===== src/rtl/zdos_trap.sv =====
// Opcode-fetch trap detector: watches Z80 M1 fetches and requests DOS on/off
// with one-fclk pulses when a qualified fetch hits a trap address.
module zdos_trap (
    input  logic        fclk,
    input  logic        rst,
    input  logic [15:0] za,
    input  logic        m1_n,
    input  logic        mreq_n,
    input  logic        rd_n,
    input  logic        rfsh_n,
    input  logic        basic48,
    input  logic        dos,
    input  logic        trap_en,
    output logic        dos_turn_on,
    output logic        dos_turn_off,
    output logic [15:0] m1_addr,
    output logic [7:0]  trap_cnt
);

    typedef enum logic [1:0] {
        ST_IDLE = 2'd0,
        ST_QUAL = 2'd1,
        ST_HOLD = 2'd2
    } state_t;

    state_t      state;
    state_t      state_nxt;
    logic [15:0] addr_lat;
    logic        fetch;
    logic        m1_end;
    logic        addr_match;
    logic        latch_addr;
    logic        qualify;
    logic        trig_on;
    logic        trig_off;

    assign fetch      = ~m1_n & ~mreq_n & ~rd_n & rfsh_n;
    assign m1_end     = m1_n | mreq_n;
    assign addr_match = (za == addr_lat);

    always_comb begin
        state_nxt  = state;
        latch_addr = 1'b0;
        qualify    = 1'b0;
        case (state)
            ST_IDLE: begin
                if (fetch) begin
                    state_nxt  = ST_QUAL;
                    latch_addr = 1'b1;
                end
            end
            ST_QUAL: begin
                // Two consecutive matching samples filter out bus glitches.
                if (fetch && addr_match) begin
                    state_nxt = ST_HOLD;
                    qualify   = 1'b1;
                end else begin
                    state_nxt = ST_IDLE;
                end
            end
            ST_HOLD: begin
                if (m1_end) begin
                    state_nxt = ST_IDLE;
                end
            end
            default: state_nxt = ST_IDLE;
        endcase
    end

    // The dos term makes the two requests mutually exclusive.
    assign trig_on  = qualify & trap_en & ~dos & basic48 & (za[15:8] == 8'h3D);
    assign trig_off = qualify & trap_en & dos & (za[15:14] != 2'b00);

    always_ff @(posedge fclk) begin
        if (rst) begin
            // HOLD ignores any M1 cycle still in flight when reset releases.
            state        <= ST_HOLD;
            addr_lat     <= 16'h0000;
            m1_addr      <= 16'h0000;
            dos_turn_on  <= 1'b0;
            dos_turn_off <= 1'b0;
            trap_cnt     <= 8'h00;
        end else begin
            state        <= state_nxt;
            dos_turn_on  <= trig_on;
            dos_turn_off <= trig_off;
            if (latch_addr) begin
                addr_lat <= za;
            end
            if (qualify) begin
                m1_addr <= za;
            end
            if (trig_on && (trap_cnt != 8'hFF)) begin
                trap_cnt <= trap_cnt + 8'd1;
            end
        end
    end

endmodule


===== config.mk =====
export PLATFORM = sky130hd
export DESIGN_NAME = zdos_trap
export DESIGN_NICKNAME = d
export VERILOG_FILES = /design/src/rtl/zdos_trap.sv
export SDC_FILE = /design/constraint.sdc
export NUM_CORES = 1
export LEC_CHECK = 0
export BUFFER_PORTS_ARGS = -buffer_cell sky130_fd_sc_hd__buf_2
export CORE_MARGIN = 2
export CORE_UTILIZATION = 52
export DETAILED_ROUTE_END_ITERATION = 7
export GPL_ROUTABILITY_DRIVEN = 1
export PLACE_DENSITY = 0.85
export SLEW_MARGIN = 0
export SYNTH_ARGS = -nofsm -noshare
export SYNTH_HDL_FRONTEND = slang
export SYNTH_SLANG_ARGS = --single-unit

===== constraint.sdc =====
create_clock -name fclk -period 2.8 [get_ports fclk]
set_input_delay 0.14 -clock fclk [delete_from_list [all_inputs] [get_ports fclk]]
set_output_delay 0.14 -clock fclk [all_outputs]
set_load 0.02 [all_outputs]

### Word-level counts from Yosys, hierarchy flattened

Cells that the tools add are included.

* logic and storage cells: 41
* register bits: 44
* input bits: 25

* eq/ne operators: 7
* reductions and logical operators: 5
* add/subtract/negate cells: 1
* multiplexer cells: 8
* bitwise gates (word level): 14

Operators with widths (number)
* == test 16 bit: 1
* bitwise AND 1 bit: 9
* adder 8 x 1 -> 8 bit (second input constant): 1
* == test 8 x 6 -> 1 bit (second input constant): 1
* inequality test 8 bit (second input constant): 1
* 2-to-1 mux 2 bit: 3
* case mux 2 bit (3 select lines): 1
* 2-to-1 mux 1 bit: 4
* inequality test 2 bit (second input constant): 2
* NOT 1 bit: 4
* == test 2 x 1 -> 1 bit (second input constant): 1
* == test 2 bit (second input constant): 1
* logical AND 1 bit: 2
* zero test 2 bit: 1
* AND reduction 2 bit: 1
* nonzero test 2 bit: 1
* bitwise OR 1 bit: 1

### Logic depth before layout (Yosys ltp)

Gate-level depths: netlist (run 1).

* depth after elaboration: 12
* gate-level depth with buffers: 7
* depth with buffers taken out: 6

### Worst setup path after synthesis (run 1)

Ideal clock, no wire load.

* path kind: input-to-reg
* from: input za[14]
* to: register trap_cnt[5]
* arrival time: 1.950 ns
* setup slack: 0.727 ns
* stages on the path: 6
* library setup time: 0.123 ns
* cells stage by stage: or2_1 -> or4_1 -> buf_2 -> or4_1 -> nor3_2 -> mux2_1

* word-level cells in the longest chain between the ends: 9

Ends and longest elaborated chain
* start: declaration: line 6 `input logic [15:0] za,`
* == test 16 bit: line 39 `assign addr_match = (za == addr_lat);`
* logical AND 1 bit: line 54 `if (fetch && addr_match) begin`
* 2-to-1 mux 1 bit: line 54
* 2-to-1 mux 1 bit: line 45 `case (state)`
* bitwise AND 1 bit (3 in series): line 71 `assign trig_on = qualify & trap_en & ~dos & basic48 & (za[15:8] == 8'h3D);`
* bitwise AND 1 bit (*): line 71
* logical AND 1 bit (*): line 93 `if (trig_on && (trap_cnt != 8'hFF)) begin`
* end signal: assignment: line 94 `trap_cnt <= trap_cnt + 8'd1;`
* end: declaration: line 17 `output logic [7:0] trap_cnt`

Mark *: on every way between the ends. The rest lies on a longest branch, timed or not.
A chain may end at the register's enable or synchronous reset.

### Final worst setup path (run 1)

* from: register addr_lat[8]
* to: register trap_cnt[0]

* word-level cells in the longest chain between the ends: 9

Ends and longest elaborated chain
* start: declaration: line 28 `logic [15:0] addr_lat;`
* start signal: assignment: line 88 `addr_lat <= za;`
* == test 16 bit: line 39
* logical AND 1 bit: line 54
* 2-to-1 mux 1 bit: line 54
* 2-to-1 mux 1 bit: line 45
* bitwise AND 1 bit (4 in series): line 71
* logical AND 1 bit: line 93

No other way between the ends.

==> run metrics, run 1 <==
port bufs=50; GR Overflow Total=0; Worst EP required=3.03 ns; post-cts sizing count=0; peak supply drop=320.0 uV; 1st-pass router iterations=4; crit end category=flip-flop; register area share after synthesis=44.11%; io pins=51; hpwl dp=3332 um; Hold Vio Cnt, Final=0; Synth Area per Inst=8.836 um2; Initial Util=54.14%; Setup Fix Bufs, Post-CTS=0; TNS Setup=0 ns; top cells by area, synth=dfxtp_1 (44%), mux2i_1 (8.0%), xnor2_1 (6.6%); post-synth cell types=35; Final #Nets=297; critical path's largest stage delay=0.74 ns; Via density=5.725; vias in the first global route=1776; drt wl/cell=14.78 um; layout cells sized above 1=24.63%; DRC=0; Crit Path Class=reg -> reg; Synth top area share=44.11%; CTS buffer count=5; cell taking the most area after synthesis=dfxtp_1; Post-synth ARST share=0%; WL final=4729 um; Post-synth top cells=dfxtp_1 (44), nor2_1 (23), a21oi_1 (21), nand3_1 (21), mux2i_1 (16); top-count cell post-synth=dfxtp_1; fin crit period=2.242 ns; delay-heaviest family, CP=simple AND/OR/NAND/NOR gates; DR vias=1832; crit share post-route=80.05%; PwrDens=506.6 nW/um2; Starting DRT DRC Count=171; CP cell instances=xnor2_1 > nand4_1 > or3_1 > or4_1 > a21oi_1; Startpoint Class=flip-flop; Die Wd=65.97 um; Hold WC Path Type=in -> reg; Area Growth Syn to Fin=19.86%; CP max-delay cell=or3_1; endpoints failing setup=0; synthesized cell area=1997 um2; hold buffer count at cts=0; Post-synth EDFFs=0; ANT nets after route=0; dpl cell area=2272 um2; GP Congestion=0.9265; cell area after layout=2394 um2; CTS Buffer Depth=2; clock sink total=44; DIE AREA=4352 um2; Root Buffer=clkbuf_8; FMAX=0.4461 GHz; max-slew violations=0; Design Power=1213 uW; flops & latches, synth=44; Worst-Skew Late Latency=0.30 ns; prevailing post-synth register cell=dfxtp_1; status=complete, no violations; syn_nets=252; Clock Skew=0.005322 ns; all-layer global routing usage=23.77%; FILL cells=337; die height=65.97 um; diodes inserted=0; Data arrival, critical path=2.47 ns; worst slew pin tran=0.8209 ns; first-pass GRT wire length=7955 um; CTS clk-pin slew, worst paths=0.08 ns; initial antenna violation count=0; CTS tree=built; maximum fanout along the worst path=24; WP buf/inv=0; largest net degree at the start of global routing=47; Pleak=0.001006 uW; core outline area=3689 um2; max-cap violations=0; Mapped Cells=226; unrepaired setup endpoints after global routing=no; Ys Warns=0; row count=22; H-tree depth=2; Rel. slew slack=45.28%
-- layout by cell type, fill, tap and decap left out, drive strengths merged, types with 15 or more instances in the layout --
cell type,instances
a21oi,21
buf,53
dfxtp,44
mux2i,16
nand3,21
nor2,23
o21ai,16
xnor2,15
-- where the power goes --
part	total, uW	internal (uW)	leakage, uW	switching, uW
sequential	631	629	0.000355	2.50
clock	512	292	0.0000614	220
combinational	69.6	29.8	0.000590	39.8
total	1210	950	0.00101	262
-- routing by layer --
metal	track usage, %	wire length (um)
met2	38.64	2296
met3	6.814	394
met5	0	0
met4	8.929	51
met1	29.85	1986
-- metrics by stage --
stage | std cells | util (%) | worst slack (ns) | hold slack [ns]
finish | 320 | 64.89 | 0.5585 | 0.1053
global route | 320 | 64.89 | 0.3628 | 0.1021
CTS | 320 | 64.89 | 0.5510 | 0.09621
detailed placement | 312 | 61.60 | 0.5126 | 0.4169
global placement | 312 | 61.60 | 0.5355 | 0.4111
floorplan | 226 | - | 0.7268 | 0.2707
-- final cells by class --
type                            instances  area [um2]  share of cell area (%)
Clock inverter                          2       38.79                   1.620
Timing Repair Buffer                   53       272.8                   11.40
Tap cell                               48       60.06                   2.509
Inverter                                2       7.507                  0.3136
Sequential cell                        44       880.8                   36.80
Multi-Input combinational cell        165        1051                   43.91
Clock buffer                            6       82.58                   3.450
-- worst register-to-register path: cells and delay by family, from the launching register on --
| kind | cells | cell delay [ns] |
|---|---|---|
| simple gates | 3 | 1.53 |
| flops | 1 | 0.33 |
| xor+xnor | 1 | 0.17 |
| compound gates | 1 | 0.15 |
-- registers in the layout (all words and copies together) (netlist names) --
signal and count:
addr_lat 16, m1_addr 16, trap_cnt 8, state 2
dos_turn_off 1, dos_turn_on 1
-- worst paths after layout --
kind | start | to | slack, ns | cells past startpoint
max | addr_lat[8] | trap_cnt[0] | 0.56 | 5
min | za[7] | addr_lat[7] | 0.11 | 3
max reg2reg | addr_lat[8] | trap_cnt[0] | 0.56 | 5
min reg2reg | m1_addr[4] | m1_addr[4] | 0.48 | 2
-- kinds of logic after synthesis --
kind of cell | after synthesis | synth area share [%]
fa+ha+maj | 1 | 0.6265
flops | 44 | 44.11
xor+xnor | 16 | 7.018
buf+inv | 17 | 3.258
compound gates | 43 | 11.78
mux | 18 | 9.148
simple gates | 87 | 24.06
Note: power is estimated with default switching activity, not from simulation.
==> inputs of run 2 (changes only) <==
Settings changed: ABC_AREA from default to 1, CORE_UTILIZATION 52 to 54, PLACE_DENSITY 0.85 to 0.86.
Clock period 2.8 ns to 2.3 ns, I/O delays scaled along.
==> run 2 against run 1 <==
The flow now finishes with violations (hold timing). Global-route usage increased by 1.3 points. Critical path depth increased by 6. Clock power increased by 25%. Non-clock buffer count unchanged. Sequential power increased by 22%. Combinational power increased by 90%. Flip-flop and latch count unchanged. Final area increased by 12%. Worst hold slack got worse by 0.11 ns.
==> run metrics, run 2 <==
unrepaired setup endpoints after global routing=no; top cells by area, synth=dfxtp_1 (39%), nand2_1 (13%), nor2_1 (13%); DR vias=2263; hold_ws=-0.00004022 ns; WL final=5396 um; io pins=51; Ys Warns=0; Starting DRT DRC Count=183; crit share post-route=73.41%; worst slew pin tran=0.8474 ns; Worst EP required=2.49 ns; post-cts sizing count=0; diodes inserted=0; layout cells sized above 1=19.95%; die height=68.71 um; drt wl/cell=11.96 um; Core Util, Final=66.49%; 1st-pass router iterations=5; min-delay src=rst; commonest non-fill, non-tap cell in the layout=nand2_1; DIE AREA=4720 um2; Root Buffer=clkbuf_8; Hold Vio Cnt, Final=1; CTS clk-pin slew, worst paths=0.08 ns; max-slew violations=0; Min-Delay Endpoint=state[0]; Final #Nets=426; Post-synth ARST share=0%; synthesized cell area=2261 um2; commonest cells after routing, fill and taps aside=nand2_1 (80), nor2_1 (79), buf_2 (50); Post-synth EDFFs=0; peak supply drop=439.7 uV; port bufs=50; violated checks=hold timing; Crit Path Class=reg -> reg; CTS tree=built; Hold Path Depth=2; Non-Filler Instances=451; maximum fanout along the worst path=18; Mapped Cells=349; endpoints failing setup=0; hold buffer count at cts=0; worst reg-to-reg setup slack=0.61 ns; GR Overflow Total=0; GP Congestion=0.8763; Pleak=0.001385 uW; max-cap violations=0; Design Power=1546 uW; Synth Area per Inst=6.478 um2; row count=23; post-synth cell types=28; launching point of the worst reg2reg path=addr_lat[4]; H-tree depth=2; register area share after synthesis=38.96%; first-pass GRT wire length=8907 um; syn_nets=375; Die Wd=68.71 um; PwrDens=577.1 nW/um2; Rel. slew slack=43.45%; Worst-Skew Late Latency=0.30 ns; Hold WC Path Type=in -> reg; Startpoint Class=flip-flop; Post-synth top cells=nand2_1 (80), nor2_1 (79), inv_1 (46); initial antenna violation count=0; clock sink total=44; FMAX=0.5923 GHz; CTS buffer count=5; largest net degree at the start of global routing=32; Setup Fix Bufs, Post-CTS=0; worst reg2reg path endpoint=trap_cnt[5]; DRC=0; Regs by FF count=addr_lat x16, m1_addr x16, trap_cnt x8; Synth top area share=38.96%; Via density=5.018; TNS Setup=0 ns; hpwl dp=3910 um; all-layer global routing usage=25.05%; status=complete, but fails checks; Reg2Reg Depth=11; ANT nets after route=0; vias in the first global route=2048; Clock Skew=0.005550 ns; prevailing post-synth register cell=dfxtp_1; Area Growth Syn to Fin=18.48%; fin crit period=1.688 ns; core outline area=4029 um2; cell taking the most area after synthesis=dfxtp_1; flops & latches, synth=44; Cells after DPL=443; crit end category=flip-flop; Initial Util=56.12%; top-count cell post-synth=nand2_1; Data arrival, critical path=1.88 ns; CTS Buffer Depth=2
==> run 2: changes by cell type after synthesis, moves of 8 or more <==
cell | previous run | this run
mux2i_1 | 16 | 0
nand3_1 | 21 | 7
xnor2_1 | 15 | 1
nand2_1 | 5 | 80
clkbuf_1 | 14 | 6
o21ai_1 | 7 | 16
nor2_1 | 23 | 79
inv_1 | 2 | 46
==> run 2: cell families after synthesis <==
kind of cell	after synthesis	synth area share, %
XOR/XNOR	1	0.3875
flip-flops	44	38.96
AND/OR/NAND/NOR	194	38.79
buffers and inverters	60	10.46
adder cells (fa/ha/maj)	1	0.5533
AO/OA/AOI/OAI	49	10.85
==> run 2: routing by layer <==
layer,track usage [%],part of all wire [%],up-vias
li1,-,-,1182
met1,31.62,46,1019
met2,41.47,48,55
met3,5.519,4.5,7
met4,10.05,1.4,0
met5,0,0,-
==> run 2: how the worst max path moves through the flow <==
stage	start	to	slack (ns)	depth (start not counted)
global route	trap_cnt[0]	trap_cnt[5]	0.45	10
floorplan	trap_cnt[0]	trap_cnt[5]	0.71	10
detailed placement	addr_lat[4]	trap_cnt[5]	0.65	11
global placement	addr_lat[11]	trap_cnt[0]	0.72	11
finish	addr_lat[4]	trap_cnt[5]	0.61	11
CTS	addr_lat[4]	trap_cnt[5]	0.63	11
==> run 2: metrics by stage <==
step                      cell area (um2)  hold WS, ns  worst slack [ns]
final                                2679  -0.00004022            0.6116
after global routing                 2679      0.01313            0.4526
after CTS                            2679   0.00006667            0.6328
after detailed placement             2552       0.3134            0.6543
after global placement               2552       0.3102            0.7205
after floorplan                      2261       0.1874            0.7136
==> run 2: final cells by class <==
cell class / count / area (um2)
flip-flops and latches: 44 / 880.8
repair buffers: 53 / 272.8
clock buffers: 7 / 96.34
inverters: 51 / 192.7
fillers: 351 / 1350
clock inverters: 1 / 30.03
well taps: 50 / 62.56
multi-input cells: 245 / 1144
==> run 2: critical path, cell delays in order, from the launching register on <==
cell and delay [ns]:
dfxtp_1 0.33, inv_1 0.05, nand2_1 0.05, nand2_1 0.09
nor2_1 0.15, nand2_1 0.08, nor2_2 0.14, nand3_4 0.24
nor2_8 0.21, nand4_1 0.11, nand2_1 0.09, nor2_1 0.04
==> run 2: where the power goes <==
group	internal, uW	switching [uW]
combinational	46.7	85.1
clock	383	259
sequential	768	3.61
